==> config.mk <==
export PLATFORM = sky130hd
export DESIGN_NAME = pipeline_id_idex_flat
export DESIGN_NICKNAME = d
export VERILOG_FILES = /design/src/rtl/pipeline_id_idex_if.sv /design/src/rtl/pipeline_id_idex.sv /design/src/flat_wrapper.sv
export SDC_FILE = /design/constraint.sdc
export NUM_CORES = 2
export LEC_CHECK = 0
export CAP_MARGIN = 20
export CORE_MARGIN = 3
export CORE_UTILIZATION = 45
export DETAILED_ROUTE_END_ITERATION = 10
export GPL_TIMING_DRIVEN = 1
export PLACE_DENSITY = 0.74
export REMOVE_ABC_BUFFERS = 1
export SLEW_MARGIN = 15
export SYNTH_ARGS = -nofsm -noshare
export SYNTH_HDL_FRONTEND = slang
export SYNTH_SLANG_ARGS = --single-unit
export TNS_END_PERCENT = 30
==> constraint.sdc <==
create_clock -name clk -period 2.3 [get_ports clk]
set_input_delay 0.46 -clock clk [delete_from_list [all_inputs] [get_ports clk]]
set_output_delay 0.46 -clock clk [all_outputs]
set_load 0.05 [all_outputs]
==> src/rtl/pipeline_id_idex_if.sv <==
// Bundle between fetch/writeback and the ID stage: IF/ID bus, WB port, hazard and
// jump controls back to fetch, and the ID/EX register outputs.
interface pipeline_id_idex_if;
    logic [63:0] IFID;
    logic        WBRegWrite;
    logic [4:0]  WBRd;
    logic [31:0] WBData;
    logic        Flush;

    logic        PCWrite;
    logic        IFIDWrite;
    logic        Stall;
    logic        IFFlush;
    logic [2:0]  PCSrc;
    logic [25:0] JT;
    logic [31:0] DatabusA;

    logic [31:0] IDEX_PC4;
    logic [31:0] IDEX_A;
    logic [31:0] IDEX_B;
    logic [31:0] IDEX_Imm;
    logic [4:0]  IDEX_Shamt;
    logic [4:0]  IDEX_Rs;
    logic [4:0]  IDEX_Rt;
    logic [4:0]  IDEX_Rd;
    logic [15:0] IDEX_Ctrl;

    modport master (
        output IFID, WBRegWrite, WBRd, WBData, Flush,
        input  PCWrite, IFIDWrite, Stall, IFFlush, PCSrc, JT, DatabusA,
        input  IDEX_PC4, IDEX_A, IDEX_B, IDEX_Imm,
        input  IDEX_Shamt, IDEX_Rs, IDEX_Rt, IDEX_Rd, IDEX_Ctrl
    );

    modport slave (
        input  IFID, WBRegWrite, WBRd, WBData, Flush,
        output PCWrite, IFIDWrite, Stall, IFFlush, PCSrc, JT, DatabusA,
        output IDEX_PC4, IDEX_A, IDEX_B, IDEX_Imm,
        output IDEX_Shamt, IDEX_Rs, IDEX_Rt, IDEX_Rd, IDEX_Ctrl
    );
endinterface

==> src/rtl/pipeline_id_idex.sv <==
// MIPS ID stage with register file, load-use hazard unit, jump resolution and ID/EX register.
// Optional macro PIPE_WB_BYPASS_EN: same-cycle WB write is visible on register reads.
module pipeline_id_idex #(
    parameter int unsigned RF_DEPTH = 32,
    parameter int unsigned IMEM_MSB = 8
) (
    input  logic                clk,
    input  logic                reset,
    pipeline_id_idex_if.slave   bus_io
);

    localparam logic [5:0] OpR      = 6'h00;
    localparam logic [5:0] OpRegimm = 6'h01;
    localparam logic [5:0] OpJ      = 6'h02;
    localparam logic [5:0] OpJal    = 6'h03;
    localparam logic [5:0] OpBeq    = 6'h04;
    localparam logic [5:0] OpBne    = 6'h05;
    localparam logic [5:0] OpBlez   = 6'h06;
    localparam logic [5:0] OpBgtz   = 6'h07;
    localparam logic [5:0] OpAddi   = 6'h08;
    localparam logic [5:0] OpAddiu  = 6'h09;
    localparam logic [5:0] OpSlti   = 6'h0A;
    localparam logic [5:0] OpSltiu  = 6'h0B;
    localparam logic [5:0] OpAndi   = 6'h0C;
    localparam logic [5:0] OpOri    = 6'h0D;
    localparam logic [5:0] OpLui    = 6'h0F;
    localparam logic [5:0] OpLw     = 6'h23;
    localparam logic [5:0] OpSw     = 6'h2B;

    localparam logic [5:0] FnSll  = 6'h00;
    localparam logic [5:0] FnSrl  = 6'h02;
    localparam logic [5:0] FnSra  = 6'h03;
    localparam logic [5:0] FnJr   = 6'h08;
    localparam logic [5:0] FnJalr = 6'h09;
    localparam logic [5:0] FnAdd  = 6'h20;
    localparam logic [5:0] FnAddu = 6'h21;
    localparam logic [5:0] FnSub  = 6'h22;
    localparam logic [5:0] FnSubu = 6'h23;
    localparam logic [5:0] FnAnd  = 6'h24;
    localparam logic [5:0] FnOr   = 6'h25;
    localparam logic [5:0] FnXor  = 6'h26;
    localparam logic [5:0] FnNor  = 6'h27;
    localparam logic [5:0] FnSlt  = 6'h2A;
    localparam logic [5:0] FnSltu = 6'h2B;

    // ALU operation codes; zero is reserved so a bubble never selects an ALU op.
    localparam logic [4:0] AluAdd  = 5'd1;
    localparam logic [4:0] AluAddu = 5'd2;
    localparam logic [4:0] AluSub  = 5'd3;
    localparam logic [4:0] AluSubu = 5'd4;
    localparam logic [4:0] AluAnd  = 5'd5;
    localparam logic [4:0] AluOr   = 5'd6;
    localparam logic [4:0] AluXor  = 5'd7;
    localparam logic [4:0] AluNor  = 5'd8;
    localparam logic [4:0] AluSlt  = 5'd9;
    localparam logic [4:0] AluSltu = 5'd10;
    localparam logic [4:0] AluSll  = 5'd11;
    localparam logic [4:0] AluSrl  = 5'd12;
    localparam logic [4:0] AluSra  = 5'd13;
    localparam logic [4:0] AluLui  = 5'd14;

    localparam logic [2:0] BrNone = 3'd0;
    localparam logic [2:0] BrEq   = 3'd1;
    localparam logic [2:0] BrNe   = 3'd2;
    localparam logic [2:0] BrLez  = 3'd3;
    localparam logic [2:0] BrGtz  = 3'd4;
    localparam logic [2:0] BrLtz  = 3'd5;

    localparam logic [2:0] PcSrcSeq  = 3'd0;
    localparam logic [2:0] PcSrcJt   = 3'd2;
    localparam logic [2:0] PcSrcReg  = 3'd3;

    logic [31:0] instr;
    logic [31:0] pc4;
    logic [5:0]  op;
    logic [5:0]  funct;
    logic [4:0]  rs;
    logic [4:0]  rt;
    logic [4:0]  rd;
    logic [4:0]  shamt;
    logic [15:0] imm16;

    assign pc4   = bus_io.IFID[63:32];
    assign instr = bus_io.IFID[31:0];
    assign op    = instr[31:26];
    assign rs    = instr[25:21];
    assign rt    = instr[20:16];
    assign rd    = instr[15:11];
    assign shamt = instr[10:6];
    assign funct = instr[5:0];
    assign imm16 = instr[15:0];

    // Register file.
    logic [31:0] rf_q [RF_DEPTH];
    logic        wb_we;
    logic [31:0] rdata_a;
    logic [31:0] rdata_b;

    assign wb_we = bus_io.WBRegWrite && (bus_io.WBRd != 5'd0);

    always_ff @(posedge clk) begin
        if (reset) begin
            for (int i = 0; i < RF_DEPTH; i++) begin
                rf_q[i] <= '0;
            end
        end else if (wb_we) begin
            rf_q[bus_io.WBRd] <= bus_io.WBData;
        end
    end

    always_comb begin
        rdata_a = rf_q[rs];
        rdata_b = rf_q[rt];
`ifdef PIPE_WB_BYPASS_EN
        if (wb_we && (bus_io.WBRd == rs)) rdata_a = bus_io.WBData;
        if (wb_we && (bus_io.WBRd == rt)) rdata_b = bus_io.WBData;
`endif
    end

    // Instruction decode.
    logic       reg_write;
    logic       mem_read;
    logic       mem_write;
    logic       mem_to_reg;
    logic       link_pc4;
    logic       alu_src_shamt;
    logic       alu_src_imm;
    logic       branch;
    logic [2:0] br_cond;
    logic [4:0] alu_op;
    logic       rt_read;
    logic       jump_imm;
    logic       jump_reg;
    logic       imm_zext;
    logic       imm_lui;
    logic [4:0] dst_d;

    always_comb begin
        reg_write     = 1'b0;
        mem_read      = 1'b0;
        mem_write     = 1'b0;
        mem_to_reg    = 1'b0;
        link_pc4      = 1'b0;
        alu_src_shamt = 1'b0;
        alu_src_imm   = 1'b0;
        branch        = 1'b0;
        br_cond       = BrNone;
        alu_op        = 5'd0;
        rt_read       = 1'b0;
        jump_imm      = 1'b0;
        jump_reg      = 1'b0;
        imm_zext      = 1'b0;
        imm_lui       = 1'b0;
        dst_d         = rt;

        case (op)
            OpR: begin
                dst_d = rd;
                case (funct)
                    FnSll, FnSrl, FnSra: begin
                        reg_write     = 1'b1;
                        alu_src_shamt = 1'b1;
                        rt_read       = 1'b1;
                        alu_op        = (funct == FnSll) ? AluSll :
                                        (funct == FnSrl) ? AluSrl : AluSra;
                    end
                    FnJr: jump_reg = 1'b1;
                    FnJalr: begin
                        jump_reg  = 1'b1;
                        reg_write = 1'b1;
                        link_pc4  = 1'b1;
                    end
                    FnAdd:  begin reg_write = 1'b1; rt_read = 1'b1; alu_op = AluAdd;  end
                    FnAddu: begin reg_write = 1'b1; rt_read = 1'b1; alu_op = AluAddu; end
                    FnSub:  begin reg_write = 1'b1; rt_read = 1'b1; alu_op = AluSub;  end
                    FnSubu: begin reg_write = 1'b1; rt_read = 1'b1; alu_op = AluSubu; end
                    FnAnd:  begin reg_write = 1'b1; rt_read = 1'b1; alu_op = AluAnd;  end
                    FnOr:   begin reg_write = 1'b1; rt_read = 1'b1; alu_op = AluOr;   end
                    FnXor:  begin reg_write = 1'b1; rt_read = 1'b1; alu_op = AluXor;  end
                    FnNor:  begin reg_write = 1'b1; rt_read = 1'b1; alu_op = AluNor;  end
                    FnSlt:  begin reg_write = 1'b1; rt_read = 1'b1; alu_op = AluSlt;  end
                    FnSltu: begin reg_write = 1'b1; rt_read = 1'b1; alu_op = AluSltu; end
                    default: ;
                endcase
            end
            OpRegimm: begin
                if (rt == 5'd0) begin
                    branch  = 1'b1;
                    br_cond = BrLtz;
                    alu_op  = AluSub;
                end
            end
            OpJ: jump_imm = 1'b1;
            OpJal: begin
                jump_imm  = 1'b1;
                reg_write = 1'b1;
                link_pc4  = 1'b1;
                dst_d     = 5'd31;
            end
            OpBeq, OpBne: begin
                branch  = 1'b1;
                rt_read = 1'b1;
                br_cond = (op == OpBeq) ? BrEq : BrNe;
                alu_op  = AluSub;
            end
            OpBlez, OpBgtz: begin
                branch  = 1'b1;
                br_cond = (op == OpBlez) ? BrLez : BrGtz;
                alu_op  = AluSub;
            end
            OpAddi:  begin reg_write = 1'b1; alu_src_imm = 1'b1; alu_op = AluAdd;  end
            OpAddiu: begin reg_write = 1'b1; alu_src_imm = 1'b1; alu_op = AluAddu; end
            OpSlti:  begin reg_write = 1'b1; alu_src_imm = 1'b1; alu_op = AluSlt;  end
            OpSltiu: begin reg_write = 1'b1; alu_src_imm = 1'b1; alu_op = AluSltu; end
            OpAndi: begin
                reg_write   = 1'b1;
                alu_src_imm = 1'b1;
                alu_op      = AluAnd;
                imm_zext    = 1'b1;
            end
            OpOri: begin
                reg_write   = 1'b1;
                alu_src_imm = 1'b1;
                alu_op      = AluOr;
                imm_zext    = 1'b1;
            end
            OpLui: begin
                reg_write   = 1'b1;
                alu_src_imm = 1'b1;
                alu_op      = AluLui;
                imm_lui     = 1'b1;
            end
            OpLw: begin
                reg_write   = 1'b1;
                mem_read    = 1'b1;
                mem_to_reg  = 1'b1;
                alu_src_imm = 1'b1;
                alu_op      = AluAddu;
            end
            OpSw: begin
                mem_write   = 1'b1;
                alu_src_imm = 1'b1;
                rt_read     = 1'b1;
                alu_op      = AluAddu;
            end
            default: ;
        endcase
    end

    logic [31:0] imm_d;
    logic [15:0] ctrl_d;

    always_comb begin
        if (imm_lui) begin
            imm_d = {imm16, 16'h0000};
        end else if (imm_zext) begin
            imm_d = {16'h0000, imm16};
        end else begin
            imm_d = {{16{imm16[15]}}, imm16};
        end
    end

    assign ctrl_d = {alu_op, br_cond, branch, alu_src_imm, alu_src_shamt, link_pc4,
                     mem_to_reg, mem_write, mem_read, reg_write};

    // ID/EX register.
    logic [31:0] idex_pc4_q, idex_a_q, idex_b_q, idex_imm_q;
    logic [4:0]  idex_shamt_q, idex_rs_q, idex_rt_q, idex_rd_q;
    logic [15:0] idex_ctrl_q;

    // Hazard and jump control.
    logic load_use;
    logic bubble;

    assign load_use = idex_ctrl_q[1] && (idex_rt_q != 5'd0) &&
                      ((idex_rt_q == rs) || ((idex_rt_q == rt) && rt_read));
    assign bubble   = bus_io.Flush || load_use;

    always_comb begin
        bus_io.PCWrite   = 1'b1;
        bus_io.IFIDWrite = 1'b1;
        bus_io.Stall     = 1'b0;
        bus_io.IFFlush   = 1'b0;
        bus_io.PCSrc     = PcSrcSeq;
        if (reset) begin
            // Hold the reset-state controls regardless of what sits on IF/ID.
        end else if (bus_io.Flush) begin
            bus_io.IFFlush = 1'b1;
        end else if (load_use) begin
            bus_io.PCWrite   = 1'b0;
            bus_io.IFIDWrite = 1'b0;
            bus_io.Stall     = 1'b1;
        end else if (jump_imm) begin
            bus_io.PCSrc   = PcSrcJt;
            bus_io.IFFlush = 1'b1;
        end else if (jump_reg) begin
            bus_io.PCSrc   = PcSrcReg;
            bus_io.IFFlush = 1'b1;
        end
    end

    assign bus_io.JT       = instr[25:0];
    assign bus_io.DatabusA = rdata_a;

    always_ff @(posedge clk) begin
        if (reset || bubble) begin
            idex_pc4_q   <= '0;
            idex_a_q     <= '0;
            idex_b_q     <= '0;
            idex_imm_q   <= '0;
            idex_shamt_q <= '0;
            idex_rs_q    <= '0;
            idex_rt_q    <= '0;
            idex_rd_q    <= '0;
            idex_ctrl_q  <= '0;
        end else begin
            idex_pc4_q   <= pc4;
            idex_a_q     <= rdata_a;
            idex_b_q     <= rdata_b;
            idex_imm_q   <= imm_d;
            idex_shamt_q <= shamt;
            idex_rs_q    <= rs;
            idex_rt_q    <= rt;
            idex_rd_q    <= dst_d;
            idex_ctrl_q  <= ctrl_d;
        end
    end

    assign bus_io.IDEX_PC4   = idex_pc4_q;
    assign bus_io.IDEX_A     = idex_a_q;
    assign bus_io.IDEX_B     = idex_b_q;
    assign bus_io.IDEX_Imm   = idex_imm_q;
    assign bus_io.IDEX_Shamt = idex_shamt_q;
    assign bus_io.IDEX_Rs    = idex_rs_q;
    assign bus_io.IDEX_Rt    = idex_rt_q;
    assign bus_io.IDEX_Rd    = idex_rd_q;
    assign bus_io.IDEX_Ctrl  = idex_ctrl_q;

    // Fetch only produces word-aligned PCs within its IMEM_MSB-bit window.
    logic [IMEM_MSB:0] fetch_pc;
    assign fetch_pc = pc4[IMEM_MSB:0];

    assert property (@(posedge clk) disable iff (reset) fetch_pc[1:0] == 2'b00);

endmodule

==> src/flat_wrapper.sv <==
// flat-port wrapper written by rule: the top's interface ports become plain ports
module pipeline_id_idex_flat 
#(
    parameter int unsigned RF_DEPTH = 32,
    parameter int unsigned IMEM_MSB = 8
)
  (clk, reset, bus_io_IFID, bus_io_WBRegWrite, bus_io_WBRd, bus_io_WBData, bus_io_Flush, bus_io_PCWrite, bus_io_IFIDWrite, bus_io_Stall, bus_io_IFFlush, bus_io_PCSrc, bus_io_JT, bus_io_DatabusA, bus_io_IDEX_PC4, bus_io_IDEX_A, bus_io_IDEX_B, bus_io_IDEX_Imm, bus_io_IDEX_Shamt, bus_io_IDEX_Rs, bus_io_IDEX_Rt, bus_io_IDEX_Rd, bus_io_IDEX_Ctrl);
  pipeline_id_idex_if bus_io_i ();
  input  logic clk;
  input  logic reset;
  input wire logic [$bits(bus_io_i.IFID)-1:0] bus_io_IFID;
  input wire logic [$bits(bus_io_i.WBRegWrite)-1:0] bus_io_WBRegWrite;
  input wire logic [$bits(bus_io_i.WBRd)-1:0] bus_io_WBRd;
  input wire logic [$bits(bus_io_i.WBData)-1:0] bus_io_WBData;
  input wire logic [$bits(bus_io_i.Flush)-1:0] bus_io_Flush;
  output wire logic [$bits(bus_io_i.PCWrite)-1:0] bus_io_PCWrite;
  output wire logic [$bits(bus_io_i.IFIDWrite)-1:0] bus_io_IFIDWrite;
  output wire logic [$bits(bus_io_i.Stall)-1:0] bus_io_Stall;
  output wire logic [$bits(bus_io_i.IFFlush)-1:0] bus_io_IFFlush;
  output wire logic [$bits(bus_io_i.PCSrc)-1:0] bus_io_PCSrc;
  output wire logic [$bits(bus_io_i.JT)-1:0] bus_io_JT;
  output wire logic [$bits(bus_io_i.DatabusA)-1:0] bus_io_DatabusA;
  output wire logic [$bits(bus_io_i.IDEX_PC4)-1:0] bus_io_IDEX_PC4;
  output wire logic [$bits(bus_io_i.IDEX_A)-1:0] bus_io_IDEX_A;
  output wire logic [$bits(bus_io_i.IDEX_B)-1:0] bus_io_IDEX_B;
  output wire logic [$bits(bus_io_i.IDEX_Imm)-1:0] bus_io_IDEX_Imm;
  output wire logic [$bits(bus_io_i.IDEX_Shamt)-1:0] bus_io_IDEX_Shamt;
  output wire logic [$bits(bus_io_i.IDEX_Rs)-1:0] bus_io_IDEX_Rs;
  output wire logic [$bits(bus_io_i.IDEX_Rt)-1:0] bus_io_IDEX_Rt;
  output wire logic [$bits(bus_io_i.IDEX_Rd)-1:0] bus_io_IDEX_Rd;
  output wire logic [$bits(bus_io_i.IDEX_Ctrl)-1:0] bus_io_IDEX_Ctrl;
  assign bus_io_i.IFID = bus_io_IFID;
  assign bus_io_i.WBRegWrite = bus_io_WBRegWrite;
  assign bus_io_i.WBRd = bus_io_WBRd;
  assign bus_io_i.WBData = bus_io_WBData;
  assign bus_io_i.Flush = bus_io_Flush;
  assign bus_io_PCWrite = bus_io_i.PCWrite;
  assign bus_io_IFIDWrite = bus_io_i.IFIDWrite;
  assign bus_io_Stall = bus_io_i.Stall;
  assign bus_io_IFFlush = bus_io_i.IFFlush;
  assign bus_io_PCSrc = bus_io_i.PCSrc;
  assign bus_io_JT = bus_io_i.JT;
  assign bus_io_DatabusA = bus_io_i.DatabusA;
  assign bus_io_IDEX_PC4 = bus_io_i.IDEX_PC4;
  assign bus_io_IDEX_A = bus_io_i.IDEX_A;
  assign bus_io_IDEX_B = bus_io_i.IDEX_B;
  assign bus_io_IDEX_Imm = bus_io_i.IDEX_Imm;
  assign bus_io_IDEX_Shamt = bus_io_i.IDEX_Shamt;
  assign bus_io_IDEX_Rs = bus_io_i.IDEX_Rs;
  assign bus_io_IDEX_Rt = bus_io_i.IDEX_Rt;
  assign bus_io_IDEX_Rd = bus_io_i.IDEX_Rd;
  assign bus_io_IDEX_Ctrl = bus_io_i.IDEX_Ctrl;
  pipeline_id_idex #(.RF_DEPTH(RF_DEPTH), .IMEM_MSB(IMEM_MSB)) u_core (.clk(clk), .reset(reset), .bus_io(bus_io_i));
endmodule
==> flow_metrics.tcl <==
set metrics [dict create \
    avgSynthCellArea_sq_um 14.9 \
    pin_count 334 \
    num_rows 131 \
    clockBufferDepth 3 \
    yosysSeqAreaShare 0.582 \
    worst_pin_slew_ns 0.886 \
    violations "negative setup slack" \
    setup_viol 38 \
    final_net_count 4616 \
    synthFlopType "edfxtp_1" \
    hold_class "in -> reg" \
    hpwl_um 132000 \
    place_congestion 0.938 \
    cpMaxStageDelayCell "or4_4" \
    grt.busiest_layer "met2" \
    grt_pass1_wl_um 297000 \
    drive_gt1_frac 0.330 \
    grt_pass1_vias 41100 \
    yosysUniqueCellTypes 55 \
    grt.overflow.total 0 \
    dieArea_sq_um 134000 \
    port_buffers 331 \
    clk_latency_ns 0.76 \
    ys_ff_latch 1186 \
    met1_usage 0.374 \
    coreArea_sq_um 128000 \
    total_leakage_power_nw 27.2 \
    critPathRequiredTime_ns 1.84 \
    power_density_nw_per_um2 730 \
    cts_root_buf "clkbuf_16" \
    grtUsageMet2 0.476 \
    n_fill_cell 9427 \
    grt_antenna_before_repair 21 \
    clk_pin_slew_ns 0.06 \
    min_period_over_period 1.32 \
    routedWlPerCell_um 33.0 \
    cts-buffers-inserted 132 \
    path_delay_family "compound AO/OA/AOI/OAI gates" \
    cts.sinks 1186 \
    grt_use_total 0.308 \
    cp-end-kind "output port" \
    fin_util 0.584 \
    crit_path_start_kind "flop" \
    synth_warnings 0 \
    status "finished with violations" \
    fmax_ghz 0.329 \
    synth_area_sq_um 58400 \
    maxCapViolCount 0 \
    cts_tree "yes" \
    grt_max_degree 64 \
    ant_nets 0 \
    synthCells 3916 \
    synth_edf_count 1024 \
    async_flop_share 0 \
    hold_viol 0 \
    wl_um 210000 \
    path_max_fanout 4 \
    critPathArrivalTime_ns 2.58 \
    min_period_ns 3.04 \
    peakVddDrop_mv 0.787 \
    dr.pass1.iters 8 \
    via_count 41100 \
    slew-limit-headroom 0.407 \
    rsz0062_at_grt "yes" \
    path_buf_inv 1 \
    fin_skew_ns 0.0267 \
    die_h_um 366 \
    use_met3 0.113 \
    slowest_delay_ns 0.54 \
    layout_setup_ws_ns -0.738 \
    initial_core_util 0.455 \
    area_growth_pct 28.3 \
    whs_ns 0.166 \
    slew_violations 0 \
    drc 0 \
    pre_cts_ws_ns -1.13 \
    via_per_inst 6.45 \
    dieWidth_um 366 \
    htreeDepth 4 \
    crit_type "reg -> out" \
    first_iter_violations 6700 \
    crit_chain "or4_4 -> o21ai_4 -> nor4_4 -> a211oi_4 -> o21a_1 -> buf_12" \
]
[worst reg2reg max path, cell delays in order, from the launching register on]
cell and delay (ns):
dfxtp_1 0.31, or4_4 0.54, o21ai_4 0.21, nor4_4 0.09, buf_4 0.15, a211o_4 0.38
buf_12 0.19, a41oi_2 0.22, buf_4 0.14
[path summary, 6_finish.rpt]
path | from | cells after the start | endpoint | slack, ns
worst max-delay path | u_core.bus_io.IDEX_Rt[4] | 6 | bus_io_PCSrc[1] | -0.74
worst min-delay path | bus_io_IFID[24] | 3 | u_core.bus_io.IDEX_Rs[3] | 0.17
worst max register to register | u_core.bus_io.IDEX_Rt[4] | 8 | u_core.bus_io.IDEX_B[18] | 0.01
worst min register to register | u_core.rf_q[26][21] | 3 | u_core.bus_io.IDEX_B[21] | 0.82
[registers in the layout, summed over array words and instances, names as in the netlist]
signal and flops:
u_core.bus_io.IDEX_Ctrl 14, u_core.bus_io.IDEX_A 32, u_core.bus_io.IDEX_Rs 5, u_core.bus_io.IDEX_Rt 5, u_core.bus_io.IDEX_PC4 32, u_core.bus_io.IDEX_B 32
u_core.bus_io.IDEX_Imm 32, u_core.bus_io.IDEX_Shamt 5, u_core.bus_io.IDEX_Rd 5, u_core.rf_q 1024
[placed cells by master, fill, tap and decap left out, types with 34 or more instances in the layout]
| cell | count |
|---|---|
| o22ai_4 | 51 |
| mux4_2 | 468 |
| o22ai_2 | 68 |
| a22oi_1 | 67 |
| buf_4 | 359 |
| conb_1 | 34 |
| or2_2 | 36 |
| and2_1 | 1075 |
| clkbuf_16 | 139 |
| o22ai_1 | 50 |
| clkbuf_1 | 36 |
| dfxtp_1 | 160 |
| mux2i_1 | 93 |
| dlygate4sd2_1 | 160 |
| edfxtp_1 | 1024 |
| buf_12 | 220 |
| clkdlybuf4s50_1 | 94 |
| nor4_4 | 34 |
[layout make-up]
| class | instances | area, sq um | share of cell area |
|---|---|---|---|
| multi-input cells | 2323 | 24500 | 0.327 |
| repair buffers | 863 | 9860 | 0.132 |
| diodes | 15 | 37.5 | 0.000501 |
| flip-flops and latches | 1186 | 34000 | 0.454 |
| clock inverters | 53 | 568 | 0.00758 |
| clock buffers | 187 | 3770 | 0.0503 |
| well taps | 1729 | 2160 | 0.0289 |
| inverters | 5 | 18.8 | 0.000251 |
[power breakdown]
group	leakage (nW)	internal [mW]	switching, mW
clock	2.12	12.5	8.89
combinational	14.0	3.60	4.60
sequential	11.1	24.5	0.608
[timing repair]
| action | CTS | global route |
|---|---|---|
| pin swaps | 85 | 48 |
| hold buffers | 0 | 0 |
| setup buffers | 49 | 24 |
| setup endpoints to repair | 268 | 132 |
| resized for setup | 400 | 65 |
| gates cloned | 4 | 1 |
[per-layer routing]
layer | wire length (um) | vias to the layer above
li1 | - | 16200
met1 | 69700 | 20400
met2 | 95300 | 3676
met3 | 31100 | 851
met4 | 13900 | 6
met5 | 40 | -
[through the flow]
step	std cells	instance area (sq um)	setup TNS (ns)	total power, mW
final	6361	74900	-14.88	54.7
after global routing	6348	74900	-16.91	55.9
after CTS	6324	74300	-16.43	54.5
after detailed placement	6062	68400	-252.96	33.1
after global placement	6062	68400	-221.20	33.0
after floorplan	3514	56500	-415.21	28.7
[Yosys cell counts, types with 32 or more instances]
| library cell | instances | area, sq um |
|---|---|---|
| nor2_1 | 62 | 233 |
| buf_4 | 74 | 556 |
| nor4_1 | 37 | 231 |
| mux2i_1 | 93 | 931 |
| edfxtp_1 | 1024 | 30700 |
| a21oi_1 | 32 | 160 |
| buf_2 | 71 | 355 |
| and2_1 | 1076 | 6730 |
| nand2_1 | 33 | 124 |
| dfxtp_1 | 162 | 3240 |
| clkbuf_1 | 274 | 1030 |
| a22oi_1 | 67 | 503 |
| o22ai_1 | 169 | 1060 |
| or2_2 | 36 | 225 |
| mux4_2 | 468 | 10500 |
[cells by family after synthesis]
family / share of synthesized area
xor gates and xnor gates: 0.00165
DFF: 0.582
and+or+nand+nor: 0.140
buffers and inverters: 0.0352
muxes: 0.197
AOI/OAI and AO/OA: 0.0441
other: 0.0000642
No activity file was read; power rests on OpenSTA's default activity.
